File: src/rtl/alu_src_pkg.sv
// Shared select encodings and constants for the ALU operand stage.
package alu_src_pkg;

  localparam int SEL_SRC_A_WIDTH = 2;
  localparam int SEL_SRC_B_WIDTH = 2;

  typedef enum logic [SEL_SRC_A_WIDTH-1:0] {
    SEL_A_RS1  = 2'd0,
    SEL_A_PC   = 2'd1,
    SEL_A_IMM  = 2'd2,
    SEL_A_ZERO = 2'd3
  } sel_a_e;

  typedef enum logic [SEL_SRC_B_WIDTH-1:0] {
    SEL_B_RS2    = 2'd0,
    SEL_B_IMM    = 2'd1,
    SEL_B_CONST4 = 2'd2,
    SEL_B_ZERO   = 2'd3
  } sel_b_e;

  localparam logic [2:0] CONST4 = 3'd4;

endpackage

File: src/rtl/alu_src_stage_bypass.sv
// Resolves one register operand against the forwarding sources; the lowest
// index (youngest) matching source wins, and register 0 never forwards.
module bypass_select #(
  parameter int XLEN       = 32,
  parameter int NUM_BYPASS = 2
) (
  input  logic [4:0]                 addr_i,
  input  logic [XLEN-1:0]            rf_data_i,
  input  logic [NUM_BYPASS-1:0]      byp_valid_i,
  input  logic [NUM_BYPASS-1:0]      byp_pending_i,
  input  logic [5*NUM_BYPASS-1:0]    byp_rd_i,
  input  logic [XLEN*NUM_BYPASS-1:0] byp_data_i,
  output logic [XLEN-1:0]            data_o,
  output logic                       hit_pending_o
);

  // Walk oldest to youngest so the youngest match is the last one written.
  always_comb begin
    data_o        = rf_data_i;
    hit_pending_o = 1'b0;
    if (addr_i != 5'd0) begin
      for (int i = NUM_BYPASS - 1; i >= 0; i--) begin
        if (byp_valid_i[i] && (byp_rd_i[5*i +: 5] == addr_i)) begin
          data_o        = byp_data_i[XLEN*i +: XLEN];
          hit_pending_o = byp_pending_i[i];
        end
      end
    end
  end

endmodule

File: src/rtl/alu_src_stage.sv
// ALU operand stage: source muxes, optional forwarding (ALU_SRC_BYPASS_EN),
// load-use stall and the ID/EX register behind a valid/ready handshake.
module alu_src_stage
  import alu_src_pkg::*;
#(
  parameter int XLEN       = 32,
  parameter int NUM_BYPASS = 2
) (
  input  logic                       clk_i,
  input  logic                       rst_ni,
  input  logic                       in_valid_i,
  output logic                       in_ready_o,
  input  logic [XLEN-1:0]            pc_i,
  input  logic [XLEN-1:0]            rs1_data_i,
  input  logic [XLEN-1:0]            rs2_data_i,
  input  logic [XLEN-1:0]            imm_i,
  input  logic [4:0]                 rs1_addr_i,
  input  logic [4:0]                 rs2_addr_i,
  input  logic [SEL_SRC_A_WIDTH-1:0] sel_a_i,
  input  logic [SEL_SRC_B_WIDTH-1:0] sel_b_i,
  input  logic [NUM_BYPASS-1:0]      byp_valid_i,
  input  logic [NUM_BYPASS-1:0]      byp_pending_i,
  input  logic [5*NUM_BYPASS-1:0]    byp_rd_i,
  input  logic [XLEN*NUM_BYPASS-1:0] byp_data_i,
  input  logic                       flush_i,
  output logic                       out_valid_o,
  input  logic                       out_ready_i,
  output logic [XLEN-1:0]            alu_src_a_o,
  output logic [XLEN-1:0]            alu_src_b_o,
  output logic [XLEN-1:0]            store_data_o
);

  logic [XLEN-1:0] rs1_fwd, rs2_fwd;
  logic            hazard;
  logic [XLEN-1:0] src_a_d, src_b_d;
  logic [XLEN-1:0] src_a_q, src_b_q, store_q;
  logic            valid_d, valid_q;
  logic            capture;

`ifdef ALU_SRC_BYPASS_EN
  logic rs1_pend, rs2_pend;

  bypass_select #(.XLEN(XLEN), .NUM_BYPASS(NUM_BYPASS)) u_byp_rs1 (
    .addr_i        (rs1_addr_i),
    .rf_data_i     (rs1_data_i),
    .byp_valid_i   (byp_valid_i),
    .byp_pending_i (byp_pending_i),
    .byp_rd_i      (byp_rd_i),
    .byp_data_i    (byp_data_i),
    .data_o        (rs1_fwd),
    .hit_pending_o (rs1_pend)
  );

  bypass_select #(.XLEN(XLEN), .NUM_BYPASS(NUM_BYPASS)) u_byp_rs2 (
    .addr_i        (rs2_addr_i),
    .rf_data_i     (rs2_data_i),
    .byp_valid_i   (byp_valid_i),
    .byp_pending_i (byp_pending_i),
    .byp_rd_i      (byp_rd_i),
    .byp_data_i    (byp_data_i),
    .data_o        (rs2_fwd),
    .hit_pending_o (rs2_pend)
  );

  // rs2 always matters because store_data consumes it regardless of sel_b.
  assign hazard = (rs1_pend && (sel_a_i == SEL_A_RS1)) || rs2_pend;
`else
  logic byp_unused;

  assign rs1_fwd    = rs1_data_i;
  assign rs2_fwd    = rs2_data_i;
  assign hazard     = 1'b0;
  assign byp_unused = ^{rs1_addr_i, rs2_addr_i, byp_valid_i, byp_pending_i,
                        byp_rd_i, byp_data_i};
`endif

  always_comb begin
    src_a_d = '0;
    case (sel_a_e'(sel_a_i))
      SEL_A_RS1: src_a_d = rs1_fwd;
      SEL_A_PC:  src_a_d = pc_i;
      SEL_A_IMM: src_a_d = imm_i;
      default:   src_a_d = '0;
    endcase
  end

  always_comb begin
    src_b_d = '0;
    case (sel_b_e'(sel_b_i))
      SEL_B_RS2:    src_b_d = rs2_fwd;
      SEL_B_IMM:    src_b_d = imm_i;
      SEL_B_CONST4: src_b_d = {{(XLEN-3){1'b0}}, CONST4};
      default:      src_b_d = '0;
    endcase
  end

  assign in_ready_o = (!valid_q || out_ready_i) && !hazard;
  assign capture    = in_valid_i && in_ready_o;

  // Flush beats capture and drain; a held beat with no new capture drains.
  always_comb begin
    valid_d = valid_q;
    if (flush_i)                      valid_d = 1'b0;
    else if (capture)                 valid_d = 1'b1;
    else if (valid_q && out_ready_i)  valid_d = 1'b0;
  end

  always_ff @(posedge clk_i) begin
    if (!rst_ni) begin
      valid_q <= 1'b0;
      src_a_q <= '0;
      src_b_q <= '0;
      store_q <= '0;
    end else begin
      valid_q <= valid_d;
      if (capture && !flush_i) begin
        src_a_q <= src_a_d;
        src_b_q <= src_b_d;
        store_q <= rs2_fwd;
      end
    end
  end

  assign out_valid_o  = valid_q;
  assign alu_src_a_o  = src_a_q;
  assign alu_src_b_o  = src_b_q;
  assign store_data_o = store_q;

endmodule

File: config.mk
export PLATFORM = sky130hd
export DESIGN_NAME = alu_src_stage
export DESIGN_NICKNAME = d
export VERILOG_FILES = /design/src/rtl/alu_src_pkg.sv /design/src/rtl/alu_src_stage_bypass.sv /design/src/rtl/alu_src_stage.sv
export SDC_FILE = /design/constraint.sdc
export NUM_CORES = 1
export LEC_CHECK = 0
export BUFFER_PORTS_ARGS = -buffer_cell sky130_fd_sc_hd__buf_2
export CAP_MARGIN = 20
export CORE_AREA = 2 2 126 128
export CTS_BUF_LIST = sky130_fd_sc_hd__clkbuf_4 sky130_fd_sc_hd__clkbuf_8
export CTS_CLUSTER_SIZE = 12
export DETAILED_ROUTE_END_ITERATION = 6
export DIE_AREA = 0 0 128 130
export SETUP_SLACK_MARGIN = 0.4
export SLEW_MARGIN = 20
export SYNTH_ARGS = -nofsm -noshare
export SYNTH_HDL_FRONTEND = slang
export SYNTH_SLANG_ARGS = --single-unit
File: constraint.sdc
create_clock -name clk_i -period 2.2 [get_ports clk_i]
set_input_delay 0.22 -clock clk_i [delete_from_list [all_inputs] [get_ports clk_i]]
set_output_delay 0.22 -clock clk_i [all_outputs]
set_load 0.02 [all_outputs]
==> impl_metrics.toml <==
[run_status]
status = "finished, final reports clean"

[placement]
placement.io_buffers = 234
hpwl_mm = 12.1
dp_worst_setup_slack_ns = 0.547
place_congestion = 0.818
dpl_cell_area_um2 = 5800

[timing]
slew_violations = 0
finalCritPeriodShare = 0.741
skew_ns = 0.00585
fmax_mhz = 613
worst_slack_ns = 0.570
relSlewSlack = 0.431
setup_viol = 0
min_period_ns = 1.63
hold_viol = 0
tightest_slew_ns = 0.851
tns_ns = 0
rsz0062_at_grt = "no"

[synthesis]
synth_top_area_cell = "dfxtp_1"
synth_area_um2 = 4480
synth_most_common_cell = "dfxtp_1"
seq_area_frac_synth = 0.434
synthTopCellsByCount = "97 x dfxtp_1, 63 x mux2i_1, 33 x a21oi_1, 33 x nand3_1, 33 x nor2_1"
synth_area_leaders = "dfxtp_1 43%, mux2i_1 14%, o221a_1 8.0%"
netlist.area_leader.share = 0.434
synth-edff-count = 0
ys_types = 26
ys_warn_count = 0
synth_cells = 452
ys.flop_type = "dfxtp_1"
ys_ff_latch = 97
syn_area_per_cell_um2 = 9.90
synthArstFlopShare = 0
synth_fp_nets = 677

[die]
fp.dieW_um = 128
die_area_um2 = 16600
io_pins = 323
rows = 46
start_util = 0.290
core_um2 = 15400
die_h_um = 130

[min_path]
hold_end = "out_valid_o"
holdPathStages = 2
hold_class = "input port to flop"
hp-start = "flush_i"

[clock_network]
cts_htree_levels = 3
cts_root_buf = "clkbuf_8"
path_clk_slew_ns = 0.10
cts_tree = "yes"
cts.path.max_buffers = 2
cts_buffers = 9
cts_hold_buf = 0
clkSinkCount = 97
clk_latency_ns = 0.37

[setup_path]
startpoint_type = "flop"
reg2reg_from = "out_valid_o"
cp.required_ns = 1.98
crit_chain = "nor2b_4, inv_2, buf_6, buf_2"
crit_path_top_delay_cell = "dfxtp_1"
critPathMaxFanout = 35
critPathTopFamily = "buffers and inverters"
reg2reg_slack_ns = 0.62
slowest_delay_ns = 0.33
arrival_ns = 1.41
r2r_cells = 5
crit_path_end_kind = "output pin"
reg2reg_to = "alu_src_a_o[1]"
crit_type = "flop to output pin"
critical_path_buf_inv_count = 3

[layout]
stdcell_area_um2 = 6030
layout-drive-gt1-share = 0.413
syn_to_final_growth_pct = 34.8
final_net_count = 886
antennaDiodeCount = 0

[global_route]
grt-ovfl-total = 0
grt_max_degree = 40
antenna_found_initial = 0
grt_usage = 0.192
first_global_vias = 4401
grt_pass1_wl_mm = 24.5

[power_and_ir_drop]
p_leak_nw = 2.87
powerDensity_nw_per_um2 = 666
ir_worst_vdd_mv = 0.267

[route]
drt-total-wl_mm = 16.3
wire_per_inst_um = 19.0
drt-vias-per-instance = 5.19
drtPass1Iterations = 4
ant_nets = 0
via_count = 4449
drc = 0
drt_iter0_drc = 180

[job]
max-cap-violations = 0
## how the worst max path moves through the flow
stage / from / endpoint / slack, ns / cells past startpoint
floorplan: out_valid_o / alu_src_a_o[10] / 0.78 / 5
global placement: flush_i / alu_src_a_o[15] / 0.57 / 5
detailed placement: flush_i / alu_src_a_o[10] / 0.55 / 5
CTS: out_valid_o / in_ready_o / 0.43 / 4
global route: out_valid_o / in_ready_o / 0.47 / 4
finish: out_valid_o / in_ready_o / 0.57 / 4
## kinds of logic (layout without fill, tap and decap cells)
kind of cell	after synthesis	in the layout	share of synthesized area
AOI/OAI and AO/OA	163	163	0.282
DFF	97	97	0.434
and+or+nand+nor	74	74	0.0799
muxes	63	63	0.141
buffers and inverters	55	269	0.0634
## metal layers
| layer | wire length [um] | GRT usage | vias up |
|---|---|---|---|
| li1 | - | - | 2129 |
| met1 | 7300 | 0.250 | 2115 |
| met2 | 7510 | 0.311 | 183 |
| met3 | 1180 | 0.0504 | 22 |
| met4 | 325 | 0.0640 | 0 |
| met5 | 0 | 0 | - |
## per-stage QoR
stage	util	power (mW)	hold WS, ns	instances
3_5_place_dp	0.376	2.72	0.441	842
2_1_floorplan	-	2.38	0.299	452
5_1_grt	0.391	4.22	0.0765	858
6_report	0.391	4.02	0.0874	858
4_1_cts	0.391	4.08	0.0649	858
3_3_place_gp	0.376	2.71	0.442	842
## power breakdown
part	switching, mW	internal [mW]	leakage (nW)
registers	0.0453	1.84	0.793
logic	0.459	0.328	1.96
clock network	0.668	0.676	0.113
total	1.17	2.85	2.87
## cell type report
type                    instances  area, um2
clock inverters                 6       90.1
repair buffers                251       1340
well taps                     192        240
multi-input cells             300       2280
inverters                       2       7.51
clock buffers                  10        138
fillers                      1591       9390
flip-flops and latches         97       1940
## state kept, by name (all words and copies together), names as in the netlist
register and count:
out_valid_o 1, store_data_o 32, alu_src_a_o 32, alu_src_b_o 32
## placed cells by master, fill, tap and decap left out, drive strengths merged
| cell | netlist | final |
|---|---|---|
| nand3b | 1 | 1 |
| a211o | 32 | 32 |
| nor3 | 1 | 1 |
| a21oi | 34 | 34 |
| inv | 2 | 3 |
| nand3 | 33 | 33 |
| o2bb2ai | 31 | 31 |
| clkbuf | 17 | 10 |
| a311oi | 1 | 1 |
| o21bai | 1 | 1 |
| buf | 36 | 251 |
| bufinv | 0 | 2 |
| clkinvlp | 0 | 1 |
| nor2b | 3 | 3 |
| clkinv | 0 | 2 |
| o21ai | 32 | 32 |
| mux2i | 63 | 63 |
| nor2 | 34 | 34 |
| nor3b | 1 | 1 |
| dfxtp | 97 | 97 |
| nand2b | 1 | 1 |
| o221a | 32 | 32 |
## timing repair
item / 4_1_cts / 5_1_grt
gates resized for setup: 0 / 1
setup buffers: 0 / 0
endpoints found under the setup margin: 0 / 1
No activity file was read; power rests on OpenSTA's default activity.
